==> src/rtl/ripple_add_sequencer.sv <==
// Multi-precision adder: one shared 4-bit ripple-carry slice, one slice per clock, LSB first.
// Optional signed-overflow output enabled by defining RCA_SEQ_OVF_EN.
module ripple_add_sequencer #(
    parameter int unsigned SLICE_W    = 4,
    parameter int unsigned NUM_SLICES = 4
) (
    input  logic                          clk,
    input  logic                          rst_n,
    input  logic                          in_valid,
    output logic                          in_ready,
    input  logic [SLICE_W*NUM_SLICES-1:0] op_a,
    input  logic [SLICE_W*NUM_SLICES-1:0] op_b,
    input  logic                          op_cin,
    output logic                          out_valid,
    input  logic                          out_ready,
    output logic [SLICE_W*NUM_SLICES-1:0] sum,
    output logic                          cout,
    output logic                          busy
`ifdef RCA_SEQ_OVF_EN
    ,
    output logic                          ovf
`endif
);

    localparam int unsigned W    = SLICE_W * NUM_SLICES;
    localparam int unsigned IdxW = (NUM_SLICES > 1) ? $clog2(NUM_SLICES) : 1;

    typedef enum logic [1:0] {StIdle, StRun, StDone} state_e;

    state_e            state_q, state_d;
    logic [IdxW-1:0]   idx_q, idx_d;
    logic              carry_q, carry_d;
    logic [W-1:0]      a_q, a_d;
    logic [W-1:0]      b_q, b_d;
    logic [W-1:0]      sum_q, sum_d;

    logic [SLICE_W-1:0] slice_a;
    logic [SLICE_W-1:0] slice_b;
    logic [SLICE_W-1:0] slice_sum;
    logic [SLICE_W:0]   slice_c;
    logic               last_slice;

    assign last_slice = (idx_q == IdxW'(NUM_SLICES - 1));

    // Shared ripple-carry slice; its carry-in comes only from the carry register.
    always_comb begin
        slice_a   = '0;
        slice_b   = '0;
        slice_sum = '0;
        slice_c   = '0;
        for (int s = 0; s < int'(NUM_SLICES); s++) begin
            if (idx_q == IdxW'(s)) begin
                slice_a = a_q[s*SLICE_W +: SLICE_W];
                slice_b = b_q[s*SLICE_W +: SLICE_W];
            end
        end
        slice_c[0] = carry_q;
        for (int i = 0; i < int'(SLICE_W); i++) begin
            slice_sum[i]   = slice_a[i] ^ slice_b[i] ^ slice_c[i];
            slice_c[i+1]   = (slice_a[i] & slice_b[i]) | (slice_c[i] & (slice_a[i] ^ slice_b[i]));
        end
    end

`ifdef RCA_SEQ_OVF_EN
    logic ovf_q, ovf_d;
`endif

    always_comb begin
        state_d = state_q;
        idx_d   = idx_q;
        carry_d = carry_q;
        a_d     = a_q;
        b_d     = b_q;
        sum_d   = sum_q;
`ifdef RCA_SEQ_OVF_EN
        ovf_d   = ovf_q;
`endif
        unique case (state_q)
            StIdle: begin
                if (in_valid) begin
                    a_d     = op_a;
                    b_d     = op_b;
                    carry_d = op_cin;
                    sum_d   = '0;
                    idx_d   = '0;
`ifdef RCA_SEQ_OVF_EN
                    ovf_d   = 1'b0;
`endif
                    state_d = StRun;
                end
            end
            StRun: begin
                for (int s = 0; s < int'(NUM_SLICES); s++) begin
                    if (idx_q == IdxW'(s)) begin
                        sum_d[s*SLICE_W +: SLICE_W] = slice_sum;
                    end
                end
                carry_d = slice_c[SLICE_W];
                if (last_slice) begin
`ifdef RCA_SEQ_OVF_EN
                    // Carry into the MSB differs from carry out of it: signed overflow.
                    ovf_d = slice_c[SLICE_W-1] ^ slice_c[SLICE_W];
`endif
                    state_d = StDone;
                end else begin
                    idx_d = idx_q + IdxW'(1);
                end
            end
            StDone: begin
                if (out_ready) begin
                    state_d = StIdle;
                end
            end
            default: state_d = StIdle;
        endcase
    end

    always_ff @(posedge clk or negedge rst_n) begin
        if (!rst_n) begin
            state_q <= StIdle;
            idx_q   <= '0;
            carry_q <= 1'b0;
            a_q     <= '0;
            b_q     <= '0;
            sum_q   <= '0;
        end else begin
            state_q <= state_d;
            idx_q   <= idx_d;
            carry_q <= carry_d;
            a_q     <= a_d;
            b_q     <= b_d;
            sum_q   <= sum_d;
        end
    end

`ifdef RCA_SEQ_OVF_EN
    always_ff @(posedge clk or negedge rst_n) begin
        if (!rst_n) begin
            ovf_q <= 1'b0;
        end else begin
            ovf_q <= ovf_d;
        end
    end

    assign ovf = ovf_q & out_valid;
`endif

    assign in_ready  = (state_q == StIdle);
    assign out_valid = (state_q == StDone);
    assign busy      = (state_q != StIdle);
    assign sum       = sum_q;
    assign cout      = carry_q & out_valid;

endmodule

==> config.mk <==
export PLATFORM = sky130hd
export DESIGN_NAME = ripple_add_sequencer
export DESIGN_NICKNAME = d
export VERILOG_FILES = /design/src/rtl/ripple_add_sequencer.sv
export SDC_FILE = /design/constraint.sdc
export NUM_CORES = 1
export LEC_CHECK = 0
export ABC_AREA = 1
export CAP_MARGIN = 15
export CORE_MARGIN = 10
export CORE_UTILIZATION = 63
export CTS_CLUSTER_SIZE = 24
export DETAILED_ROUTE_END_ITERATION = 12
export DONT_BUFFER_PORTS = 1
export HOLD_SLACK_MARGIN = 0.15
export PLACE_DENSITY = 0.8
export REMOVE_ABC_BUFFERS = 1
export SLEW_MARGIN = 20
export SYNTH_ARGS = -nofsm -noshare
export SYNTH_HDL_FRONTEND = slang
export SYNTH_SLANG_ARGS = --single-unit
==> constraint.sdc <==
create_clock -name clk -period 3.42 [get_ports clk]
set_clock_uncertainty 0.05 [all_clocks]
set_input_delay 0.684 -clock clk [delete_from_list [all_inputs] [get_ports clk]]
set_output_delay 0.684 -clock clk [all_outputs]
set_load 0.005 [all_outputs]
==> out/metrics.csv <==
stage;metric;value;unit
layout;synthToLayoutAreaGrowth;5.89;%
drt;via_count;2056;
critical_path;cp-end-kind;flip-flop;
power_and_ir_drop;fin_total_pwr;3.14;mW
die;io_pins;57;
logic_synthesis;synthesis.instances;325;
layout;final_cell_mix;120 x nand2_1, 54 x nand3_1, 53 x dfrtp_1, 18 x nor2_1;
clocking;cts_setup_buffers;0;
timing;max_slew.worst_pin.slew;0.615;ns
logic_synthesis;syn_area;0.00268;sq mm
timing;slew_headroom;0.590;
critical_path;critPathLaunchType;flip-flop;
hold_path;min_path_type;input pin to async pin;
place;post-place-cells;365;
critical_path;worst-setup-path-type;flip-flop to flip-flop;
global_route;antenna_found_initial;0;
timing;hold_viol_final;0;
drt;drt_pass1_iterations;4;
critical_path;cp_common_cell;inv_1;
clocking;cts_tree;built;
die;core_area;0.00406;sq mm
timing;max_freq;314;MHz
drt;drt-initial-drc-count;128;
global_route;grt_max_degree;63;
power_and_ir_drop;peakVddDrop;0.547;mV
drt;wl;5810;um
critical_path;path_cells;inv_1 > ha_2 > inv_1 > nor2_1 > nor2_1 > nand2_1 > nand2_1 > fa_1 > inv_1 > fa_1 > inv_1 > fa_1 > inv_1 > fa_1 > nor2_4 > nand2_1 > nand2_1;
place;place.gp.congestion;0.869;
timing;setup_violations;0;
global_route;grt_pass1_wl;9820;um
clocking;clockRootBuffer;clkbuf_8;
logic_synthesis;avgSynthCellArea;8.23;sq um
layout;final_common_cell;nand2_1;
timing;rsz0062_at_grt;false;
die;dieArea;0.00725;sq mm
power_and_ir_drop;p_per_area;1110;mW/mm^2
critical_path;critPathSlowestCell;dfrtp_1;
layout;antenna_cells;0;
run_status;status;finished clean;
layout;nets;368;
place;hpwl;4260;um
clocking;cts_sinks;53;
logic_synthesis;synth_seq_cells;53;
layout;nFillCells;334;
layout;finalNonFillerCells;374;
global_route;grt.total_usage;0.164;
place;io_buffer_count;0;
global_route;grt_overflow_total;0;
drt;drcViolationCount;0;
critical_path;cp.required;3.63;ns
layout;multi_input_area;0.00119;sq mm
run;maxCapViolCount;0;
drt;vias_per_cell;5.50;
critical_path;max_stage_delay;0.44;ns
global_route;grt_pass1_vias;2043;
timing;drv_slew;0;
power_and_ir_drop;leakage;1.54;nW
timing;post-route-period-util;0.932;
clocking;clk_pin_slew;0.10;ns
clocking;cts_buffers;5;
die;die_h;85.2;um
logic_synthesis;synth_top_area_share;0.496;
critical_path;cp_data_arrival_time;3.40;ns
timing;fin_crit;3.19;ns
drt;ant_nets;0;
layout;seq_area;0.00133;sq mm
logic_synthesis;synth_area_leaders;dfrtp_1 50%, nand2_1 17%, nand3_1 10%, a21oi_1 3.0%, fa_1 3.0%;
timing;totalNegativeSetupSlack;0;ns
critical_path;cp_max_fo;8;
clocking;h-tree-depth;2;
logic_synthesis;synth_top_cell_by_area;dfrtp_1;
die;row_count;23;
logic_synthesis;synth.distinct_cells;25;
layout;drive_above_1_share;0.102;
clocking;clockBufferDepth;2;
drt;post_drt_wl_per_cell;15.5;um
die;fp.dieW;85.2;um
logic_synthesis;ys_seq_area_frac;0.496;
die;start_util;0.659;
clocking;clock_latency;0.31;ns
logic_synthesis;ys.warnings.count;0;
==> synthesized netlist by cell type, drive strengths merged <==
cell type / n
a21boi: 2
a21oi: 16
and3: 1
buf: 14
clkbuf: 2
dfrtp: 53
fa: 4
ha: 4
inv: 18
nand2: 130
nand3: 54
nand4: 1
nor2: 21
o21ai: 2
o31ai: 1
or2: 2
==> stage by stage <==
stage / hold slack (ns) / setup WS, ns / utilization / instance area (sq um)
finish: 0.165 / 0.232 / 0.698 / 2830
floorplan: 0.338 / 0.295 / - / 2570
global route: 0.166 / 0.00820 / 0.698 / 2830
global placement: 0.340 / 0.221 / 0.661 / 2680
CTS: 0.175 / 0.0537 / 0.696 / 2820
detailed placement: 0.340 / 0.111 / 0.661 / 2680
==> cell type report <==
| cell class | count | area share |
|---|---|---|
| Sequential cell | 53 | 0.468 |
| Multi-Input combinational cell | 238 | 0.420 |
| Timing Repair Buffer | 7 | 0.0256 |
| Clock buffer | 5 | 0.0243 |
| Inverter | 18 | 0.0239 |
| Tap cell | 50 | 0.0221 |
| Clock inverter | 3 | 0.0163 |
==> cells by family (layout without fill, tap and decap cells) <==
family          count (synthesis)  after routing  share of synthesized area
simple gates                  209            209                      0.350
compound gates                 21             21                     0.0421
flops                          53             53                      0.496
fa+ha+maj                       8              8                     0.0486
buf+inv                        34             33                     0.0636
==> layer usage <==
layer	share of wire	routed length (um)	global-route usage	vias to the layer above
met5	0	0	0	-
met4	0.010	60	0.0419	0
met3	0.061	352	0.0507	6
met2	0.49	2820	0.261	53
met1	0.44	2580	0.211	970
li1	-	-	-	1027
==> repair_timing <==
action / 4_1_cts / 5_1_grt
setup endpoints to repair: 0 / 4
hold endpoints to repair: 53 / 0
gates resized for setup: 0 / 3
hold buffers: 1 / 0
==> report_power, final <==
part	internal, mW	total, mW	switching, mW
clock	0.219	0.438	0.218
combinational	0.552	1.59	1.03
sequential	0.912	1.11	0.200
total	1.68	3.14	1.45
==> sequential cells by signal, indices dropped and copies added (netlist names) <==
name and cells:
a_q 16, sum 16, state_q 2, carry_q 1
b_q 16, idx_q 2
==> worst max-delay path, delay by kind of cell, from the launching register on <==
kind	cells	cell delay, ns
and+or+nand+nor	7	0.61
buffers and inverters	5	0.47
adders and majority gates	5	1.57
DFF	1	0.44
==> worst paths after layout <==
path                            cells after the start                 start  slack [ns]                endpoint
worst max-delay path                               17  idx_q[0]$_DFFE_PN0P_        0.23     sum[15]$_DFFE_PN0P_
min in group clk                                    1             out_ready        0.40  state_q[1]$_DFFE_PN0P_
max in group asynchronous                           1                 rst_n        2.94     a_q[12]$_DFFE_PN0P_
worst max register to register                     17  idx_q[0]$_DFFE_PN0P_        0.23     sum[15]$_DFFE_PN0P_
worst min register to register                      2   b_q[13]$_DFFE_PN0P_        0.43     b_q[13]$_DFFE_PN0P_
worst min-delay path                                1                 rst_n        0.16      sum[5]$_DFFE_PN0P_
(Power assumes the default switching activity.)
